==> config.mk <==
export PLATFORM = sky130hd
export DESIGN_NAME = pc_sequencer
export DESIGN_NICKNAME = d
export VERILOG_FILES = /design/src/rtl/pc_sequencer.sv
export SDC_FILE = /design/constraint.sdc
export NUM_CORES = 1
export LEC_CHECK = 0
export BUFFER_PORTS_ARGS = -buffer_cell sky130_fd_sc_hd__buf_2
export CAP_MARGIN = 20
export CELL_PAD_IN_SITES_DETAIL_PLACEMENT = 1
export CELL_PAD_IN_SITES_GLOBAL_PLACEMENT = 1
export CORE_MARGIN = 5
export CORE_UTILIZATION = 50
export CTS_BUF_LIST = sky130_fd_sc_hd__clkbuf_16
export DETAILED_ROUTE_END_ITERATION = 10
export MAX_ROUTING_LAYER = met4
export PLACE_DENSITY_LB_ADDON = 0.15
export SLEW_MARGIN = 20
export SYNTH_ARGS = -nofsm -noshare
export SYNTH_HDL_FRONTEND = slang
export SYNTH_SLANG_ARGS = --single-unit
==> constraint.sdc <==
create_clock -name clk -period 5.9 [get_ports clk]
set_input_delay 0.59 -clock clk [delete_from_list [all_inputs] [get_ports clk]]
set_output_delay 0.59 -clock clk [all_outputs]
set_load 0.05 [all_outputs]
==> src/rtl/pc_sequencer.sv <==
// pc_sequencer: owns the fetch PC and predicts the next one with a small
// direct-mapped BTB holding 2-bit saturating counters. Execute-stage
// resolution detects mispredicts, raises flush and redirects the PC, and
// trains the BTB.
//
// Ports:
//   clk, rst          core clock, synchronous active-high reset
//   stall             hold PC (fetch backpressure); a redirect still wins
//   pc                current fetch PC
//   pred_taken        prediction for pc (travels down the pipe)
//   pred_target       predicted next PC for pc (travels down the pipe)
//   ex_*              execute-stage resolution of one instruction
//   flush             combinational: kill IF/ID this cycle
//
// Optional build macro PC_SEQ_PERF_EN adds saturating 32-bit counters
// perf_branches and perf_mispredicts.
module pc_sequencer #(
  parameter int              XLEN        = 32,
  parameter int              BTB_ENTRIES = 16,
  parameter logic [XLEN-1:0] RESET_PC    = '0
) (
  input  logic            clk,
  input  logic            rst,
  input  logic            stall,
  output logic [XLEN-1:0] pc,
  output logic            pred_taken,
  output logic [XLEN-1:0] pred_target,
  input  logic            ex_valid,
  input  logic [XLEN-1:0] ex_pc,
  input  logic            ex_is_branch,
  input  logic            ex_is_jump,
  input  logic            ex_taken,
  input  logic [XLEN-1:0] ex_target,
  input  logic            ex_pred_taken,
  input  logic [XLEN-1:0] ex_pred_target,
  output logic            flush
`ifdef PC_SEQ_PERF_EN
  ,
  output logic [31:0]     perf_branches,
  output logic [31:0]     perf_mispredicts
`endif
);

  localparam int              IDX_W  = $clog2(BTB_ENTRIES);
  localparam int              TAG_W  = XLEN - IDX_W - 2;
  localparam logic [XLEN-1:0] PC_INC = XLEN'(4);

  typedef struct packed {
    logic [TAG_W-1:0] tag;
    logic [XLEN-1:0]  target;
    logic [1:0]       ctr;
  } btb_ent_t;

  // Valid bits need reset; payload does not.
  logic [BTB_ENTRIES-1:0] btb_vld;
  btb_ent_t               btb_mem [BTB_ENTRIES];

  // ---------------- fetch-side lookup ----------------
  logic [IDX_W-1:0] f_idx;
  logic [TAG_W-1:0] f_tag;
  btb_ent_t         f_ent;
  logic             f_hit;

  assign f_idx       = pc[IDX_W+1:2];
  assign f_tag       = pc[XLEN-1:IDX_W+2];
  assign f_ent       = btb_mem[f_idx];
  assign f_hit       = btb_vld[f_idx] && (f_ent.tag == f_tag);
  assign pred_taken  = f_hit && f_ent.ctr[1];
  assign pred_target = pred_taken ? f_ent.target : pc + PC_INC;

  // ---------------- execute-side resolution ----------------
  logic [IDX_W-1:0] e_idx;
  logic [TAG_W-1:0] e_tag;
  btb_ent_t         e_ent;
  logic             e_hit;
  logic             actual_taken;
  logic [XLEN-1:0]  actual_next;
  logic             mispredict;

  assign e_idx        = ex_pc[IDX_W+1:2];
  assign e_tag        = ex_pc[XLEN-1:IDX_W+2];
  assign e_ent        = btb_mem[e_idx];
  assign e_hit        = btb_vld[e_idx] && (e_ent.tag == e_tag);
  assign actual_taken = ex_is_jump | (ex_is_branch & ex_taken);
  assign actual_next  = actual_taken ? ex_target : ex_pc + PC_INC;
  // A non-control instruction predicted taken (stale entry) falls out here
  // too: actual_taken=0 differs from ex_pred_taken=1.
  assign mispredict   = ex_valid &&
                        ((actual_taken != ex_pred_taken) ||
                         (actual_taken && (ex_target != ex_pred_target)));
  assign flush        = mispredict;

  // ---------------- BTB update decision ----------------
  logic [1:0] ctr_nxt;
  logic       upd_we;
  logic       upd_clr;
  btb_ent_t   upd_ent;

  always_comb begin
    ctr_nxt = e_ent.ctr;
    if (ex_taken) begin
      if (e_ent.ctr != 2'b11) ctr_nxt = e_ent.ctr + 2'd1;
    end else begin
      if (e_ent.ctr != 2'b00) ctr_nxt = e_ent.ctr - 2'd1;
    end
  end

  always_comb begin
    upd_we  = 1'b0;
    upd_clr = 1'b0;
    upd_ent = '{tag: e_tag, target: e_ent.target, ctr: e_ent.ctr};
    if (ex_valid) begin
      if (ex_is_jump) begin
        upd_we  = 1'b1;
        upd_ent = '{tag: e_tag, target: ex_target, ctr: 2'b11};
      end else if (ex_is_branch) begin
        if (e_hit) begin
          upd_we      = 1'b1;
          upd_ent.ctr = ctr_nxt;
          if (ex_taken) upd_ent.target = ex_target;
        end else if (ex_taken) begin
          // not-taken misses are never allocated
          upd_we  = 1'b1;
          upd_ent = '{tag: e_tag, target: ex_target, ctr: 2'b10};
        end
      end else if (ex_pred_taken && e_hit) begin
        upd_clr = 1'b1;
      end
    end
  end

  always_ff @(posedge clk) begin
    if (rst)          btb_vld        <= '0;
    else if (upd_we)  btb_vld[e_idx] <= 1'b1;
    else if (upd_clr) btb_vld[e_idx] <= 1'b0;
  end

  always_ff @(posedge clk) begin
    if (!rst && upd_we) btb_mem[e_idx] <= upd_ent;
  end

  // ---------------- program counter ----------------
  always_ff @(posedge clk) begin
    if (rst)             pc <= RESET_PC;
    else if (mispredict) pc <= actual_next;
    else if (!stall)     pc <= pred_target;
  end

`ifdef PC_SEQ_PERF_EN
  logic br_evt;
  assign br_evt = ex_valid & (ex_is_branch | ex_is_jump);

  always_ff @(posedge clk) begin
    if (rst) begin
      perf_branches    <= '0;
      perf_mispredicts <= '0;
    end else begin
      if (br_evt && perf_branches != 32'hFFFF_FFFF)
        perf_branches <= perf_branches + 32'd1;
      if (mispredict && perf_mispredicts != 32'hFFFF_FFFF)
        perf_mispredicts <= perf_mispredicts + 32'd1;
    end
  end
`endif

endmodule

==> flow_summary.json <==
{
  "worst_setup_hold_path_clk_slew_ps": 60,
  "timing.critical_path.buf_inv": 2,
  "synth.distinct_cells": 61,
  "dr.first_iter.drc_count": 3815,
  "timing_worst_setup_path_type": "reg -> out",
  "start_util_pct": 50.4,
  "maxSlewHeadroom_pct": 27.6,
  "insertion_delay_ps": 710,
  "crit_chain": "mux4_2 > mux4_2 > xor2_1 > a31oi_1 > nand3_1 > nor3b_1 > nand4_1 > buf_12 > mux2_1 > buf_2",
  "worstPathRequired_ps": 5310,
  "timing.critical_path.from_type": "flip-flop",
  "buffers_from_clock_root_to_sink_at_most": 3,
  "yosys_reg_bits": 1012,
  "crit_path_end_kind": "output pin",
  "maximum_number_of_pins_on_one_net_before_global_route_repair": 116,
  "timing.clock.skew_ps": 27.1,
  "fin_worst_hold_slack_ps": 284,
  "floorplan.io_pins": 170,
  "run_status": "finished clean",
  "routabilityCongestion": 0.905,
  "cts_tree": "yes",
  "buffer_type_at_the_clock_tree_root": "clkbuf_16",
  "drt_wl_total_mm": 153,
  "grt_antenna_before_repair": 15,
  "layout.cells.most_common": "edfxtp_1",
  "worstMarginPinSlew_ps": 1090,
  "post-cts-setup-buffers": 0,
  "drc": 0,
  "drtAntennaViolNets": 0,
  "cpLargestDelayFamily": "multiplexers",
  "final.period_utilization_pct": 97.5,
  "critical_path_arrival_ps": 5170,
  "path_max_fanout": 46,
  "cts_hold_fix_bufs": 0,
  "finalNonFillerCells": 4020,
  "track_usage_pct": 30.6,
  "yosysTopAreaCell": "edfxtp_1",
  "vias": 28007,
  "grt.overflow.total": 0,
  "synth_area_um2": 48700,
  "nets": 2751,
  "post_cts_resize_count": 0,
  "synthesis.nets": 2568,
  "routed_via_density": 6.97,
  "layout.area.seq_um2": 29900,
  "detail_route.wl_per_cell_um": 38.2,
  "multiInputGateArea_um2": 18000,
  "fmax_mhz": 174,
  "post_synth_inst_count": 2459,
  "post_synthesis_sequential_area_ratio_pct": 61.3,
  "dp_cells": 3808,
  "layout-drive-gt1-share_pct": 39.4,
  "yosysWarnings": 0,
  "dpl.hpwl_mm": 97.3,
  "htree_num_levels": 3,
  "postSynth.topFlopCell": "edfxtp_1",
  "mostFrequentLayoutCells": "edfxtp_1, mux4_2, buf_2",
  "grt_first_pass_wirelength_mm": 218,
  "peakVddDrop_v": 0.000251,
  "synth_edf_count": 960,
  "synthTopCellsByArea": "edfxtp_1, mux4_2, dfxtp_1",
  "numClockSinks": 1012,
  "slowest_stage": "dfxtp_4",
  "holdCritStartpoint": "ex_target[0]",
  "drv_slew": 0,
  "holdCritPathClass": "in -> reg",
  "area.growth.synth_to_final_pct": 13.3,
  "finalSetupViolations": 0,
  "fin_crit_ps": 5760,
  "launch_instance_of_the_worst_register_to_register_path": "btb_mem[13][45]",
  "via_count_of_the_first_global_routing_pass": 29467,
  "cpPeakStageDelay_ps": 880,
  "path_common_cell": "mux4_2",
  "fp-row-count": 114,
  "timing.final.hold_violations": 0,
  "power.density_cell_area_nw_per_um2": 308,
  "syn_area_per_cell_um2": 19.8,
  "die_y_um": 322,
  "yosys.area.top_type_share_pct": 59.2,
  "drt-pass1-iter-count": 5,
  "rsz_0062_raised_after_global_routing": "no",
  "numPortBuffers": 169,
  "dieWidth_um": 322,
  "static_leakage_nw": 17.5,
  "dieArea_um2": 104000,
  "layout.core_utilization_pct": 57.1,
  "async_reset_ff_share_pct": 0,
  "maxCapViolations": 0,
  "cts-buffers-inserted": 108,
  "core_region_area_um2": 96700,
  "filler_cell_count": 8364
}
-- worst reg2reg max path, delay by kind of cell (launching register included) --
family,cells,cell delay [ps]
compound gates,1,330
simple gates,5,1790
buf+inv,1,450
flops,1,460
xor+xnor,1,420
mux,2,1000
-- cell usage after synthesis, drive strengths merged, types with 16 or more instances --
cell type,number
dfxtp,52
a21oi,16
nand2,45
buf,101
inv,28
mux2i,42
clkbuf,90
xor2,66
nand4,24
nor2,61
edfxtp,960
xnor2,73
a221o,17
nand3,23
mux2,69
o21ai,26
mux4,575
a211oi,21
-- power breakdown --
| group | internal [mW] | leakage (nW) | switching [mW] |
|---|---|---|---|
| Sequential | 8.01 | 9.06 | 0.123 |
| Combinational | 0.846 | 6.59 | 1.21 |
| Clock | 3.88 | 1.80 | 2.91 |
| Total | 12.7 | 17.5 | 4.24 |
-- per-stage QoR --
step           power [mW]  area, um2  TNS (ps)  setup slack, ps
6_report             17.0      55200         0              145
5_1_grt              17.5      55200         0             79.1
4_1_cts              17.1      55200         0              148
3_5_place_dp         10.3      51600         0              240
3_3_place_gp         10.3      51600         0              315
2_1_floorplan        9.59      48700   -230470             -321
-- path summary, 6_finish.rpt --
check,end,slack [ps],cells after the start
setup / recovery,pred_target[26],140,10
hold / removal,pc[0],280,3
setup reg to reg,btb_mem[4][27],1030,10
hold reg to reg,flip-flop,500,2
-- kinds of logic (layout without fill, tap and decap cells) --
group | count (synthesis) | count (layout) | share of synthesized area, %
AOI/OAI and AO/OA | 156 | 156 | 2.42
xor gates and xnor gates | 139 | 139 | 2.50
adders and majority gates | 6 | 6 | 0.149
buffers and inverters | 219 | 495 | 1.96
DFF | 1012 | 1012 | 61.3
muxes | 686 | 686 | 29.0
other | 0 | 9 | 0
and+or+nand+nor | 241 | 241 | 2.59
-- cell type report --
class | instances | area share, %
Sequential cell | 1012 | 54.2
Multi-Input combinational cell | 1228 | 32.7
Clock buffer | 110 | 4.99
Timing Repair Buffer | 264 | 3.61
Tap cell | 1276 | 2.89
Clock inverter | 93 | 1.45
Inverter | 28 | 0.195
Antenna cell | 9 | 0.0408
-- per-layer routing --
| metal | vias to the layer above | global-route usage, % | routed length, um | share of wire, % |
|---|---|---|---|---|
| li1 | 10991 | - | - | - |
| met1 | 15072 | 40.0 | 57400 | 37 |
| met2 | 1602 | 47.1 | 73800 | 48 |
| met3 | 342 | 7.21 | 15200 | 9.9 |
| met4 | 0 | 12.1 | 7100 | 4.6 |
| met5 | - | - | 0 | 0 |
-- sequential cells by signal (all words and copies together), names as in the netlist, named ones only --
signal / cells
btb_mem: 960
pc: 32
Note: power is estimated with default switching activity, not from simulation.
